===== src/rtl/clint_controller.sv =====
// rtl/clint_controller.sv - core-local interruptor: msip, mtime with prescaler, mtimecmp on a Wishbone-style slave
module clint_controller #(
  parameter int DATA_SIZE             = 64,
  parameter int CLOCK_CYCLES_PER_TICK = 2,
  parameter int ADDR_SIZE             = 16
) (
  input  logic                   clock,
  input  logic                   reset,
  input  logic                   wb_cyc,
  input  logic                   wb_stb,
  input  logic                   wb_we,
  input  logic [ADDR_SIZE-1:0]   wb_addr,
  input  logic [DATA_SIZE/8-1:0] wb_sel,
  input  logic [DATA_SIZE-1:0]   wb_dat_i,
  output logic [DATA_SIZE-1:0]   wb_dat_o,
  output logic                   wb_ack,
  output logic                   msip,
  output logic [63:0]            mtime,
  output logic [63:0]            mtimecmp
);

  localparam int BYTES = DATA_SIZE / 8;
  localparam int PW    = (CLOCK_CYCLES_PER_TICK > 1) ? $clog2(CLOCK_CYCLES_PER_TICK) : 1;
  localparam logic [PW-1:0]        PRESC_LAST = PW'(CLOCK_CYCLES_PER_TICK - 1);
  localparam logic [ADDR_SIZE-1:0] MSIP_ADDR  = ADDR_SIZE'(16'h0000);
  localparam logic [ADDR_SIZE-1:0] CMP_ADDR   = ADDR_SIZE'(16'h4000);
  localparam logic [ADDR_SIZE-1:0] TIME_ADDR  = ADDR_SIZE'(16'hBFF8);

  typedef enum logic {S_IDLE, S_ACK} state_t;

  state_t               state_q, state_d;
  logic                 msip_q, msip_d;
  logic [63:0]          cmp_q, cmp_d;
  logic [63:0]          mtime_q, mtime_d;
  logic [PW-1:0]        presc_q, presc_d;
  logic [DATA_SIZE-1:0] dat_q, dat_d;

  logic                 access, wr, rd;
  logic                 hi_half;
  logic [ADDR_SIZE-1:0] blk;
  logic                 hit_msip, hit_cmp, hit_time;
  logic [DATA_SIZE-1:0] lane_mask;
  logic [63:0]          wmask, wdata, rd64;
  logic [DATA_SIZE-1:0] rdata;
  logic                 time_wr;
  logic                 unused_addr_bits;

  assign unused_addr_bits = ^wb_addr[2:0];

  always_comb begin
    lane_mask = '0;
    for (int i = 0; i < BYTES; i++) begin
      lane_mask[i*8 +: 8] = {8{wb_sel[i]}};
    end
  end

  // Registers are 64 bits wide; a 32-bit bus sees them as two words selected by addr[2].
  generate
    if (DATA_SIZE == 64) begin : g_bus64
      assign hi_half = 1'b0;
      assign wmask   = lane_mask;
      assign wdata   = wb_dat_i;
      assign rdata   = rd64;
    end else begin : g_bus32
      assign hi_half = wb_addr[2];
      assign wmask   = hi_half ? {lane_mask, 32'h0} : {32'h0, lane_mask};
      assign wdata   = {wb_dat_i, wb_dat_i};
      assign rdata   = hi_half ? rd64[63:32] : rd64[31:0];
    end
  endgenerate

  assign blk      = {wb_addr[ADDR_SIZE-1:3], 3'b000};
  assign hit_msip = (blk == MSIP_ADDR) && !hi_half;
  assign hit_cmp  = (blk == CMP_ADDR);
  assign hit_time = (blk == TIME_ADDR);

  assign access  = (state_q == S_IDLE) && wb_cyc && wb_stb;
  assign wr      = access && wb_we;
  assign rd      = access && !wb_we;
  assign time_wr = wr && hit_time && (|wmask);

  always_comb begin
    rd64 = 64'h0;
    if (hit_msip)      rd64 = {63'h0, msip_q};
    else if (hit_cmp)  rd64 = cmp_q;
    else if (hit_time) rd64 = mtime_q;
  end

  always_comb begin
    state_d = state_q;
    case (state_q)
      S_IDLE: if (wb_cyc && wb_stb) state_d = S_ACK;
      S_ACK:  state_d = S_IDLE;
      default: state_d = S_IDLE;
    endcase
  end

  always_comb begin
    msip_d  = msip_q;
    cmp_d   = cmp_q;
    dat_d   = dat_q;
    mtime_d = mtime_q;
    presc_d = presc_q;
    if (wr && hit_msip && wmask[0]) msip_d = wdata[0];
    if (wr && hit_cmp) cmp_d = (cmp_q & ~wmask) | (wdata & wmask);
    if (rd) dat_d = rdata;
    // A bus write to mtime overrides the tick and restarts the prescaler phase.
    if (time_wr) begin
      mtime_d = (mtime_q & ~wmask) | (wdata & wmask);
      presc_d = '0;
    end else if (presc_q == PRESC_LAST) begin
      mtime_d = mtime_q + 64'd1;
      presc_d = '0;
    end else begin
      presc_d = presc_q + PW'(1);
    end
  end

  always_ff @(posedge clock or negedge reset) begin
    if (!reset) begin
      state_q <= S_IDLE;
      msip_q  <= 1'b0;
      cmp_q   <= '1;
      mtime_q <= '0;
      presc_q <= '0;
      dat_q   <= '0;
    end else begin
      state_q <= state_d;
      msip_q  <= msip_d;
      cmp_q   <= cmp_d;
      mtime_q <= mtime_d;
      presc_q <= presc_d;
      dat_q   <= dat_d;
    end
  end

  assign wb_ack   = (state_q == S_ACK);
  assign wb_dat_o = dat_q;
  assign msip     = msip_q;
  assign mtime    = mtime_q;
  assign mtimecmp = cmp_q;

endmodule


===== config.mk =====
export PLATFORM = sky130hd
export DESIGN_NAME = clint_controller
export DESIGN_NICKNAME = d
export VERILOG_FILES = /design/src/rtl/clint_controller.sv
export SDC_FILE = /design/constraint.sdc
export NUM_CORES = 1
export LEC_CHECK = 0
export ABC_AREA = 1
export BUFFER_PORTS_ARGS = -buffer_cell sky130_fd_sc_hd__buf_4
export CAP_MARGIN = 10
export CORE_MARGIN = 1.5
export CORE_UTILIZATION = 44
export DETAILED_ROUTE_END_ITERATION = 12
export HOLD_SLACK_MARGIN = 0.06
export PLACE_DENSITY_LB_ADDON = 0.1
export SLEW_MARGIN = 20
export SYNTH_ARGS = -nofsm -noshare
export SYNTH_HDL_FRONTEND = slang
export SYNTH_SLANG_ARGS = --single-unit

===== constraint.sdc =====
create_clock -name clock -period 1.6 [get_ports clock]
set_clock_uncertainty 0.1 [all_clocks]
set_input_delay 0.08 -clock clock [delete_from_list [all_inputs] [get_ports clock]]
set_output_delay 0.08 -clock clock [all_outputs]
set_load 0.02 [all_outputs]

; ---- Word-level counts from Yosys, hierarchy flattened
; Index checks and enable logic that the tools add are counted.
[totals]
romBits = 0
word_cells = 40
ramBits = 0
mem_count = 0
regBits = 195
latchBits = 0
inputBits = 93
output_inout_bits = 194
[classes]
n_mul = 0
bitwise = 7
n_mux = 9
order_cmp = 0
div_mod_pow = 0
n_reduce_logical = 14
add_sub_neg = 2
eq_ne = 2
n_shift = 0
[ops]
columns = cell, count
row1 = $mux 64, 5
row2 = $and 64x64->64, 3
row3 = $or 64x64->64, 2
row4 = $add 64x1->64 const B, 1
row5 = $not 64->64, 1
row6 = $logic_not 16->1, 1
row7 = $eq 13x12->1 const B, 1
row8 = $eq 13x13->1 const B, 1
row9 = $logic_and 1x1->1, 10
row10 = $reduce_or 8->1, 1
row11 = $mux 1, 3
row12 = $pmux 1 s2, 1
row13 = $reduce_bool 2->1, 1
row14 = $add 1x1->1 const B, 1
row15 = $logic_not 1->1, 1
row16 = $not 1->1, 1

; ---- Longest topological paths before layout
[logic_depth]
depth_word = 7
ltp_mapped = 12
ltp_nobuf = 12

; ---- Worst setup path after synthesis
; No wires, ideal clock.
[synth_timing]
path_kind = register -> register
startpoint = register (tool-made name)
endpoint = register (tool-made name)
synth_period_minus_slack_ns = 1.889
setup_ns = 0.117
slack_ns = -0.289
path_stages_with_launch = 13
n_path_buf = 0
t_arrival_ns = 1.673
required_ns = 1.383
path_cell_list = dfrtp_1 -> ha_1 -> nand2_1 -> nor2_2 -> nand2_2 -> nor2_4 -> nand2_1 -> inv_1 -> nand2_1 -> nand3_1 -> nand2_1 -> nand2_1 -> nand2_1

==> flow_summary.toml <==
[final_layout]
register_area_um2 = 4980
nNetsFinal = 2383
fillers = 1853
post-route-cell-area_um2 = 19400
layout-area-overhead-vs-synth_pct = 71.3
drive_gt1_frac = 0.440
utilization = 0.770
multiInputGateArea_um2 = 7170
antenna_cells = 0

[floorplan]
die_area_um2 = 26700
core.rowCount = 58
start_util = 0.449
fp.dieW_um = 163
coreArea_um2 = 25200
ios = 287
fp.dieH_um = 163

[cts]
cts_tree = "yes"
ctsRootBufferMaster = "clkbuf_16"
cts_buffers = 17
cts.path.max_buffers = 2
htree_levels = 4
insertion_delay_ns = 0.46
clk_pin_slew_ns = 0.09
clock_sinks = 195

[worst_setup_path]
r2r-start = "wb_ack"
crit_start = "wb_ack"
r2r_cells = 11
worstPathRequired_ns = 1.84
path_max_fanout = 8
cp-end-kind = "flip-flop"
cp.arrival_ns = 2.17
startpoint_type = "flip-flop"
worst-setup-path-type = "reg2reg"
rrSetupSlack_ns = -0.33

[synthesis]
synth_fp_nets = 1756
synth-compound-area-share = 0.0928
synth_top_area_share = 0.290
synth_seq_area_share = 0.438
synthMuxAreaShare = 0
synth_adder_area_share = 0.00111
synth_top_family_by_area = "simple AND/OR/NAND/NOR gates"
ys_types = 37
synth_xor_area_frac = 0.00542
synth_top_area_cell = "dfrtp_1"
yosysWarnings = 0
ys_top_cells_by_area = "dfrtp_1, nand2_1, dfstp_2, nand3_1, nor2_1"
netlist_instances = 1662
netlist_area_um2 = 11300
yosys.area_share.simple = 0.399
syn_area_per_cell_um2 = 6.81
synth-seq-cells = 195

[grt]
grt_pass1_wl_um = 75500
antenna_found_initial = 0
grt_util_all_layers = 0.370
overflow = 0
grt_pass1_vias = 13800
grt_max_degree = 45

[sta]
post-route-min-period_ns = 1.93
holdWs_ns = 0.0747
final_max_slew_viol_count = 0
layout_setup_ws_ns = -0.328
worst_slew_pin_slew_ns = 0.481
relSlewSlack = 0.679
hold_viol_final = 0
finalSetupViolations = 183
fin_tns_setup_ns = -30.81
max_freq_ghz = 0.519
min_period_over_period = 1.20
rsz0062_at_grt = "true"

[placed_design]
place_hpwl_um = 35100
gp_congestion = 0.982
placement.cell_area_um2 = 15800
portBuffers = 283

[pwr]
vdd_drop_max_uv = 676
cellPowerDensity_nw_per_um2 = 572
power_leakage_nw = 9.26

[drt]
vias_per_cell = 5.43
num_vias = 14300
drt_first_pass_iters = 5
ant_nets = 0
drtIter0Drc = 1406
drc = 0
totalWireLength_um = 52600
post_drt_wl_per_cell_um = 20.0

[status]
status = "complete, but fails checks"
failed_checks = "setup timing"

[min_path]
hp-class = "in2async"

[flow_run]
maxCapViolations = 0
-- what timing repair did --
action	in CTS	in global routing
hold buffers	87	0
cloned	13	8
setup endpoints to repair	129	194
pin swaps	52	88
buffers inserted	25	16
gates resized for setup	189	238
hold endpoints to repair	357	0
-- cell families after synthesis --
logic type      Yosys count
simple gates           1098
fa+ha+maj                 1
flops                   195
buf+inv                 167
compound gates          194
xor+xnor                  7
-- routing by layer --
metal,GRT usage,vias up,share of wire
li1,-,6558,-
met1,0.472,6866,0.40
met2,0.635,735,0.49
met3,0.0597,140,0.078
met4,0.128,0,0.037
met5,0,-,0
-- worst max-delay path by stage --
stage,slack [ns],end,cells past startpoint
4_1_cts,-0.25,flip-flop,11
2_1_floorplan,-0.21,flip-flop,10
3_5_place_dp,-0.42,flip-flop,8
6_report,-0.33,flip-flop,11
5_1_grt,-0.38,flip-flop,10
3_3_place_gp,-0.43,flip-flop,8
-- synthesized netlist by cell type --
library cell and number:
nand2_1 723, nor2_1 180, nand3_1 136, dfrtp_1 131
o21ai_0 124, inv_1 104, dfstp_2 64, a21oi_1 30
nand4_1 20, buf_2 19, clkbuf_1 16, o21ai_1 14
nand2_2 12, o21ai_2 12, nor2_2 11, buf_4 10
inv_2 7, o31ai_1 7, nor2_4 6, buf_1 5
o211ai_1 4, xor2_1 4, buf_6 3, nand3b_1 3
xnor2_1 3, nand3_4 2, nor4_1 2, clkbuf_2 1
clkinv_1 1, ha_1 1, inv_4 1, nand2_4 1
nand3_2 1, nand4_4 1, o21a_1 1, o21bai_1 1
o22ai_1 1
-- worst max-delay path: stages (launching register included) --
cell and delay, ns:
dfrtp_2 0.42, nor2_2 0.12, nand2_2 0.10, nor2_4 0.14, buf_12 0.15, nand3_4 0.12, nand2_8 0.17, buf_12 0.16
buf_4 0.11, nand2_1 0.05, a21oi_2 0.13, nor2_1 0.06
-- report_power, final --
part,internal [mW],total [mW],switching (mW)
registers,5.00,5.06,0.0570
clock network,2.13,4.45,2.32
logic,0.705,1.57,0.868
-- through the flow --
step,setup WS (ns),total power [mW],std cells
6_report,-0.328,11.1,2632
3_3_place_gp,-0.429,6.30,2456
2_1_floorplan,-0.209,5.56,1662
5_1_grt,-0.380,11.3,2632
3_5_place_dp,-0.418,6.32,2456
4_1_cts,-0.250,10.9,2612
-- area by class of cell --
| cell class | instances | share of cell area |
|---|---|---|
| clock inverters | 14 | 0.00736 |
| multi-input cells | 1309 | 0.370 |
| well taps | 330 | 0.0213 |
| repair buffers | 653 | 0.297 |
| inverters | 113 | 0.0249 |
| clock buffers | 18 | 0.0227 |
| flip-flops and latches | 195 | 0.257 |
-- cell usage in the layout, fill, tap and decap left out, drive strengths merged --
cell type,count
nand4,21
clkbuf,24
inv,118
o21a,1
nand3,139
dlygate4sd3,87
nand3b,3
buf,559
dfrtp,131
nor2,198
ha,1
clkinv,9
nand2,743
o211ai,4
bufbuf,1
xnor2,3
dfstp,64
o31ai,7
o22ai,1
a21oi,30
o21ai,151
o21bai,1
nor4,2
xor2,4
Note: power is estimated with default switching activity, not from simulation.
